`src/rtl/iomem_arb_pkg.sv`:
```
// Shared definitions for the two-master iomem arbiter.
//   state_t                 : arbiter FSM encoding (IDLE / BUSY)
//   DEFAULT_TIMEOUT_CYCLES  : default BUSY cycles allowed without s_ready
//   DEFAULT_ERR_RDATA       : default read data returned on a timeout
//   CTR_W                   : width of the timeout counter
package iomem_arb_pkg;

    typedef enum logic {
        IDLE = 1'b0,
        BUSY = 1'b1
    } state_t;

    localparam int unsigned DEFAULT_TIMEOUT_CYCLES = 255;
    localparam logic [31:0] DEFAULT_ERR_RDATA      = 32'hFFFF_FFFF;
    localparam int          CTR_W                  = 16;

endpackage

```
`src/rtl/iomem_timeout_ctr.sv`:
```
// Timeout counter for the iomem arbiter.
// Counts BUSY cycles in which the slave has not answered.
//   clk, resetn : clock, asynchronous active-low reset
//   clear       : synchronous clear (held while the arbiter is idle so the
//                 count starts at zero on BUSY entry)
//   enable      : count this cycle
//   tc          : terminal count, high while the count equals LIMIT
module iomem_timeout_ctr
    import iomem_arb_pkg::*;
#(
    parameter int unsigned LIMIT = DEFAULT_TIMEOUT_CYCLES
) (
    input  logic clk,
    input  logic resetn,
    input  logic clear,
    input  logic enable,
    output logic tc
);

    localparam logic [CTR_W-1:0] LIMIT_VAL = CTR_W'(LIMIT);

    logic [CTR_W-1:0] count_reg;

    always_ff @(posedge clk or negedge resetn) begin
        if (!resetn) begin
            count_reg <= '0;
        end else if (clear) begin
            count_reg <= '0;
        end else if (enable) begin
            count_reg <= count_reg + 1'b1;
        end
    end

    assign tc = (count_reg == LIMIT_VAL);

endmodule

```
`src/rtl/iomem_arbiter.sv`:
```
// Round-robin arbiter sharing one iomem slave port between two masters
// (m0 = CPU, m1 = accelerator), with a bus-timeout watchdog.
//   clk, resetn          : clock, asynchronous active-low reset
//   m0_* / m1_*          : master iomem ports (valid/ready/wstrb/addr/wdata/rdata)
//   s_*                  : shared slave iomem port
//   err_clear            : clears the sticky timeout flag
//   err_timeout          : sticky flag, set when a transaction timed out
//   err_addr             : address of the most recent timed-out transaction
//   grant                : index of the master currently or last granted
module iomem_arbiter
    import iomem_arb_pkg::*;
#(
    parameter int unsigned TIMEOUT_CYCLES = DEFAULT_TIMEOUT_CYCLES,
    parameter logic [31:0] ERR_RDATA      = DEFAULT_ERR_RDATA
) (
    input  logic        clk,
    input  logic        resetn,
    input  logic        m0_valid,
    output logic        m0_ready,
    input  logic [3:0]  m0_wstrb,
    input  logic [31:0] m0_addr,
    input  logic [31:0] m0_wdata,
    output logic [31:0] m0_rdata,
    input  logic        m1_valid,
    output logic        m1_ready,
    input  logic [3:0]  m1_wstrb,
    input  logic [31:0] m1_addr,
    input  logic [31:0] m1_wdata,
    output logic [31:0] m1_rdata,
    output logic        s_valid,
    input  logic        s_ready,
    output logic [3:0]  s_wstrb,
    output logic [31:0] s_addr,
    output logic [31:0] s_wdata,
    input  logic [31:0] s_rdata,
    input  logic        err_clear,
    output logic        err_timeout,
    output logic [31:0] err_addr,
    output logic        grant
);

    state_t      state_reg, state_next;
    logic        grant_reg, grant_next;
    logic        last_grant_reg, last_grant_next;
    logic        err_timeout_reg, err_timeout_next;
    logic [31:0] err_addr_reg, err_addr_next;

    // Request of whichever master holds the grant.
    logic        g_valid;
    logic [3:0]  g_wstrb;
    logic [31:0] g_addr;
    logic [31:0] g_wdata;

    logic        tc;
    logic        done;
    logic [31:0] resp_data;

    assign g_valid = grant_reg ? m1_valid : m0_valid;
    assign g_wstrb = grant_reg ? m1_wstrb : m0_wstrb;
    assign g_addr  = grant_reg ? m1_addr  : m0_addr;
    assign g_wdata = grant_reg ? m1_wdata : m0_wdata;

    iomem_timeout_ctr #(
        .LIMIT (TIMEOUT_CYCLES)
    ) u_timeout_ctr (
        .clk    (clk),
        .resetn (resetn),
        .clear  (state_reg == IDLE),
        .enable ((state_reg == BUSY) && g_valid && !s_ready && !tc),
        .tc     (tc)
    );

    always_ff @(posedge clk or negedge resetn) begin
        if (!resetn) begin
            state_reg       <= IDLE;
            grant_reg       <= 1'b0;
            last_grant_reg  <= 1'b1;
            err_timeout_reg <= 1'b0;
            err_addr_reg    <= '0;
        end else begin
            state_reg       <= state_next;
            grant_reg       <= grant_next;
            last_grant_reg  <= last_grant_next;
            err_timeout_reg <= err_timeout_next;
            err_addr_reg    <= err_addr_next;
        end
    end

    always_comb begin
        state_next      = state_reg;
        grant_next      = grant_reg;
        last_grant_next = last_grant_reg;
        // A clear is applied first so that a timeout in the same cycle wins.
        err_timeout_next = err_clear ? 1'b0 : err_timeout_reg;
        err_addr_next    = err_addr_reg;
        s_valid   = 1'b0;
        s_wstrb   = g_wstrb;
        s_addr    = g_addr;
        s_wdata   = g_wdata;
        m0_ready  = 1'b0;
        m1_ready  = 1'b0;
        m0_rdata  = '0;
        m1_rdata  = '0;
        done      = 1'b0;
        resp_data = tc ? ERR_RDATA : s_rdata;

        case (state_reg)
            IDLE: begin
                // s_ready is deliberately ignored here: a late response
                // belongs to a transaction that has already been closed.
                if (m0_valid || m1_valid) begin
                    grant_next = (m0_valid && m1_valid) ? ~last_grant_reg : m1_valid;
                    state_next = BUSY;
                end
            end
            BUSY: begin
                if (!g_valid) begin
                    // Master abandoned its request: close quietly and keep
                    // the round-robin pointer where it was.
                    state_next = IDLE;
                end else begin
                    // On timeout the slave request is withdrawn in the same
                    // cycle the master is answered with the error word.
                    s_valid = !tc;
                    done    = tc || s_ready;
                    if (grant_reg) begin
                        m1_ready = done;
                        m1_rdata = resp_data;
                    end else begin
                        m0_ready = done;
                        m0_rdata = resp_data;
                    end
                    if (done) begin
                        // A timed-out transaction counts as served for
                        // round-robin purposes.
                        state_next      = IDLE;
                        last_grant_next = grant_reg;
                    end
                    if (tc) begin
                        err_timeout_next = 1'b1;
                        err_addr_next    = g_addr;
                    end
                end
            end
        endcase
    end

    assign err_timeout = err_timeout_reg;
    assign err_addr    = err_addr_reg;
    assign grant       = grant_reg;

endmodule

```
`config.mk`:
```
export PLATFORM = sky130hd
export DESIGN_NAME = iomem_arbiter
export DESIGN_NICKNAME = d
export VERILOG_FILES = /design/src/rtl/iomem_arb_pkg.sv /design/src/rtl/iomem_timeout_ctr.sv /design/src/rtl/iomem_arbiter.sv
export SDC_FILE = /design/constraint.sdc
export NUM_CORES = 1
export LEC_CHECK = 0
export BUFFER_PORTS_ARGS = -buffer_cell sky130_fd_sc_hd__buf_2
export CORE_AREA = 2 2 133 135
export DETAILED_ROUTE_END_ITERATION = 6
export DIE_AREA = 0 0 135 137
export PLACE_DENSITY = 0.51
export REMOVE_ABC_BUFFERS = 1
export SLEW_MARGIN = 20
export SYNTH_ARGS = -nofsm -noshare
export SYNTH_HDL_FRONTEND = slang
export SYNTH_SLANG_ARGS = --single-unit
```
`constraint.sdc`:
```
create_clock -name clk -period 2.94 [get_ports clk]
set_input_delay 0 -clock clk [delete_from_list [all_inputs] [get_ports clk]]
set_output_delay 0 -clock clk [all_outputs]
set_load 0.02 [all_outputs]
```
==> flow_metrics.py, run 1 <==
metrics = {
    "clocking": {
        "cts_tree": "yes",
        "path_clk_slew_ps": 70,
        "cts_sinks": 52,
        "clkLatencyLatePin_ps": 300,
        "hold_buffers": 2,
        "h-tree-depth": 2,
        "clockBufferDepth": 2,
        "cts_setup_buffers": 0,
        "cts_inserted_buffers": 5,
        "ctsResizeCount": 0,
        "clockRootBuffer": "clkbuf_16",
    },
    "power": {
        "p_int_mw": 1.976,
        "comb_power_share_pct": 54.5,
        "switching_share_pct": 41.38,
        "leakagePower_nw": 3.255,
        "seq_power_share_pct": 23.0,
        "clkPwrFrac_pct": 22.5,
        "switchingPower_mw": 1.395,
        "vdd_drop_max_uv": 248.0,
        "p_per_area_nw_per_um2": 573.6,
        "power.total_mw": 3.372,
    },
    "global_routing": {
        "grt_pass1_wl_um": 22790,
        "grt_overflow_total": 0,
        "grt_max_degree": 66,
        "antenna_found_initial": 3,
        "grt_usage_pct": 16.20,
        "grt_pass1_vias": 3888,
    },
    "layout": {
        "layout-drive-gt1-share_pct": 64.44,
        "final_nets": 850,
        "final_cell_mix": "buf_2, mux2_2, o21a_1",
        "synthToLayoutAreaGrowth_pct": 57.55,
        "fill_cells": 1806,
        "stdcell_count": 902,
        "final_common_cell": "buf_2",
        "largest_reg_flops": 32,
    },
    "detailed_routing": {
        "vias_per_cell": 4.524,
        "first_pass_iters": 4,
        "routed_wl_um": 15950,
        "antenna_left": 0,
        "post-route-drc-count": 0,
        "drt_first_iter_violations": 141,
        "vias": 4081,
        "routedWlPerCell_um": 17.68,
    },
    "critical_path": {
        "cp_cell_sequence": "or4_4 > o41ai_2 > buf_4 > and2_1 > buf_2",
        "rr_startpoint": "u_timeout_ctr.count_reg[8]",
        "critPathLaunchType": "register",
        "path_class": "reg -> out",
        "worstPathRequired_ps": 2940,
        "arrival_ps": 2600,
        "critPathSlowestCell": "o41ai_2",
        "path_buf_inv": 2,
        "critPathCaptureType": "output port",
        "crit_start": "u_timeout_ctr.count_reg[8]",
        "critPathMaxStageDelay_ps": 660,
        "reg2reg_setup_slack_ps": 590,
        "cp_max_fo": 8,
        "crit_family": "simple AND/OR/NAND/NOR gates",
    },
    "sta": {
        "clock.fmax_ghz": 0.3841,
        "slew-limit-headroom_pct": 43.31,
        "finalCritPeriodShare_pct": 88.54,
        "rsz0062_at_grt": "false",
        "final-hold-violation-count": 0,
        "setup_viol": 0,
        "finalClockSkew_ps": 7.618,
        "worst_pin_slew_ps": 850.4,
        "period_minus_slack_ps": 2603,
        "slew_violations": 0,
    },
    "yosys": {
        "async_flop_share_pct": 100.0,
        "yosysWarnings": 0,
        "synth_cells": 346,
        "synth_flop_cell": "dfrtp_1",
        "syn_area_um2": 3731,
        "avgSynthCellArea_um2": 10.78,
        "ys_types": 45,
        "seq_area_frac_synth_pct": 34.91,
        "synth_edf_count": 0,
        "yosys_register_bits": 52,
    },
    "run": {
        "cap_viol_max_count": 0,
    },
    "run_status": {
        "status": "complete, no violations",
    },
    "placed_design": {
        "dp_cells": 891,
        "numPortBuffers": 342,
        "hpwl_um": 12930,
        "gp_congestion": 0.8398,
    },
    "floorplan": {
        "core_area_um2": 17060,
        "die-height_um": 137,
        "row_count": 48,
        "die_area_um2": 18500,
        "die_w_um": 135,
        "start_util_pct": 21.87,
        "ios": 343,
    },
    "worst_hold_path": {
        "min_from": "m0_valid",
        "hold_path.class": "in -> reg",
    },
}
power groups by stage:
stage / Sequential, mW / Combinational (mW) / Clock [mW]
floorplan: 0.895 / 1.07 / 0
finish: 0.774 / 1.84 / 0.759
detailed placement: 0.787 / 1.85 / 0
global route: 0.777 / 1.95 / 0.828
CTS: 0.773 / 1.86 / 0.797
global placement: 0.787 / 1.86 / 0
Yosys cell counts, types with 4 or more instances:
cell type / n / area [µm²]
and3_1: 7 / 43.79
buf_2: 9 / 45.04
mux2i_1: 6 / 60.06
clkbuf_1: 15 / 56.30
mux2_1: 32 / 360.4
mux2_2: 69 / 777.0
nand4_1: 10 / 62.56
o31ai_1: 4 / 30.03
nand2_1: 13 / 48.80
dfrtp_1: 51 / 1276
nand2b_1: 4 / 25.02
nand3_1: 5 / 25.02
and4_1: 4 / 35.03
buf_1: 4 / 15.01
a21oi_1: 5 / 25.02
inv_1: 4 / 15.01
o21a_1: 64 / 480.5
cells by family after synthesis:
group / share of synthesized area [%]
AOI/OAI and AO/OA: 18.58
adders and majority gates: 0.3353
buffers and inverters: 4.627
DFF: 34.91
muxes: 32.46
and+or+nand+nor: 9.088
worst min-delay path, stage by stage:
cell	delay, ps
buf_2	130
a21oi_1	110
a21oi_1	50
metrics by stage:
stage / hold WS (ps) / util, % / setup TNS, ps / setup slack [ps] / area [µm²]
global route: 43.83 / 34.46 / 0 / 218.2 / 5878
finish: 38.28 / 34.46 / 0 / 336.8 / 5878
floorplan: -295.6 / - / -158060 / -2434 / 3573
detailed placement: 165.3 / 33.23 / 0 / 633.5 / 5668
CTS: 21.18 / 34.43 / 0 / 345.6 / 5873
global placement: 159.3 / 33.23 / 0 / 655.3 / 5668
path summary, 6_finish.rpt:
path                                  end  cells after the start
max reg2reg                last_grant_reg                      5
min reg2reg                   err_timeout                      1
min                             state_reg                      3
max                              m1_ready                      5
max in group asynchronous    err_addr[31]                      3
min in group asynchronous     err_addr[1]                      2
final cells by class:
cell class | count | area [µm²] | area share [%]
multi-input cells | 258 | 2266 | 38.55
repair buffers | 354 | 1819 | 30.95
flip-flops and latches | 52 | 1306 | 22.22
well taps | 225 | 281.5 | 4.789
clock buffers | 5 | 125.1 | 2.129
clock inverters | 2 | 60.06 | 1.022
inverters | 4 | 15.01 | 0.2554
diodes | 2 | 5.005 | 0.08514
per-layer routing:
metal / vias to the layer above / GRT usage [%] / wire length, µm
met3: 14 / 4.704 / 1475
met2: 215 / 28.17 / 7819
li1: 1960 / - / -
met5: - / 0 / 10
met1: 1890 / 19.65 / 6429
met4: 2 / 4.167 / 211
No activity file was read; power rests on OpenSTA's default activity.
==> run 2: changes to the inputs <==
--- a/config.mk
+++ b/config.mk
@@ -9,7 +9,7 @@
 export CORE_AREA = 2 2 133 135
 export DETAILED_ROUTE_END_ITERATION = 6
 export DIE_AREA = 0 0 135 137
-export PLACE_DENSITY = 0.51
+export PLACE_DENSITY = 0.49
 export REMOVE_ABC_BUFFERS = 1
 export SLEW_MARGIN = 20
 export SYNTH_ARGS = -nofsm -noshare
==> flow_metrics.py, run 2 (synthesis gave the netlist of run 1 again) <==
metrics = {
    "floorplan": {
        "start_util_pct": 21.87,
        "die-height_um": 137,
        "row_count": 48,
        "die_w_um": 135,
        "die_area_um2": 18500,
        "ios": 343,
        "core_area_um2": 17060,
    },
    "worst_hold_path": {
        "hold_path.class": "in -> reg",
        "hold_depth": 3,
    },
    "detailed_routing": {
        "antenna_left": 0,
        "first_pass_iters": 4,
        "routedWlPerCell_um": 18.95,
        "vias": 4228,
        "post-route-drc-count": 0,
        "vias_per_cell": 4.687,
        "routed_wl_um": 17090,
        "drt_first_iter_violations": 174,
    },
    "power": {
        "leakagePower_nw": 3.242,
        "power.total_mw": 3.299,
        "p_per_area_nw_per_um2": 563.6,
        "vdd_drop_max_uv": 317.2,
    },
    "critical_path": {
        "cp-endpoint": "m1_rdata[10]",
        "path_buf_inv": 2,
        "timing.rr.end": "err_addr[7]",
        "cp_max_fo": 65,
        "cp_cell_sequence": "or4_4 > nor4_4 > buf_4 > o21a_1 > buf_2",
        "critPathSlowestCell": "or4_4",
        "critPathCaptureType": "output port",
        "rr_startpoint": "u_timeout_ctr.count_reg[8]",
        "path_class": "reg -> out",
        "reg2reg_setup_slack_ps": 620,
        "worstPathRequired_ps": 2940,
        "crit_family": "simple AND/OR/NAND/NOR gates",
        "critPathMaxStageDelay_ps": 600,
        "crit_start": "u_timeout_ctr.count_reg[8]",
        "critPathLaunchType": "register",
        "crit_cells": 5,
        "worst-r2r-cell-count": 5,
        "arrival_ps": 2490,
    },
    "layout": {
        "final_common_cell": "buf_2",
        "fill_cells": 1768,
        "multi_input_area_um2": 2266,
        "post-route-util_pct": 34.32,
        "final_area_um2": 5853,
        "regArea_um2": 1306,
        "largest_reg_flops": 32,
        "stdcell_count": 902,
        "synthToLayoutAreaGrowth_pct": 56.87,
        "final_cell_mix": "buf_2, mux2_2, o21a_1",
        "final_nets": 849,
        "layout-drive-gt1-share_pct": 64.30,
    },
    "global_routing": {
        "antenna_found_initial": 3,
        "grt_pass1_wl_um": 23970,
        "grt_util_met3_pct": 4.074,
        "grt_pass1_vias": 4187,
        "grt_use_met2_pct": 30.74,
        "busiest_layer": "met2",
        "grt_overflow_total": 0,
        "grt_usage_pct": 17.03,
        "grt_max_degree": 70,
        "grt_use_met1_pct": 20.25,
    },
    "placed_design": {
        "gp_congestion": 0.9392,
        "pre_cts_ws_ps": 608.3,
        "hpwl_um": 14230,
        "numPortBuffers": 342,
        "dp_cells": 890,
        "placed_area_um2": 5660,
    },
    "sta": {
        "finalClockSkew_ps": 8.286,
        "hold_ws_ps": 53.79,
        "final-hold-violation-count": 0,
        "slew-limit-headroom_pct": 41.16,
        "setup_viol": 0,
        "setup_slack_ps": 449.1,
        "fin_tns_setup_ps": 0,
        "clock.fmax_ghz": 0.4015,
        "rsz0062_at_grt": "false",
        "period_minus_slack_ps": 2491,
        "finalCritPeriodShare_pct": 84.72,
        "slew_violations": 0,
        "worst_pin_slew_ps": 882.5,
    },
    "clocking": {
        "cts_inserted_buffers": 5,
        "h-tree-depth": 2,
        "clkLatencyLatePin_ps": 290,
        "path_clk_slew_ps": 70,
        "clockBufferDepth": 2,
        "cts_setup_buffers": 0,
        "clockRootBuffer": "clkbuf_16",
        "cts_sinks": 52,
        "cts_tree": "yes",
    },
    "run": {
        "cap_viol_max_count": 0,
    },
    "run_status": {
        "status": "complete, no violations",
    },
}
==> run 2: worst register-to-register path, delay by kind of cell, from the launching register on <==
kind	cells	cell delay, ps
multiplexers	1	350
flip-flops	1	450
buffers and inverters	1	230
AND/OR/NAND/NOR	3	1180
==> run 2: final cells by class <==
cell class | count | area share (%)
inverter | 4 | 0.2565
antenna | 2 | 0.08551
clock buffer | 6 | 2.202
tap | 225 | 4.810
clock inverter | 2 | 0.6627
sequential | 52 | 22.32
multi-input combinational | 258 | 38.71
timing repair buffer | 353 | 30.95
==> run 2: worst min-delay path by stage <==
stage | to | slack, ps | start
after floorplan | err_addr[0] | -300 | resetn
after global placement | err_addr[12] | 130 | resetn
after detailed placement | grant | 130 | resetn
after CTS | grant | 50 | m0_valid
after global routing | grant | 70 | m1_valid
final | grant | 50 | m0_valid
==> run 2: routing by layer <==
layer,vias to the layer above,wire [µm]
li1,1964,-
met1,2013,6790
met2,235,8400
met3,16,1544
met4,0,357
met5,-,0
==> run 2: where the power goes <==
part | leakage [nW] | switching [mW] | internal, mW
Sequential | 0.717 | 0.0224 | 0.746
Combinational | 2.44 | 1.11 | 0.744
Clock | 0.0815 | 0.273 | 0.406
Total | 3.24 | 1.40 | 1.90
==> run 2: timing repair <==
action / in CTS / in global routing
hold buffers: 2 / 0
resized for setup: 0 / 0
endpoints found under the hold margin: 31 / 0
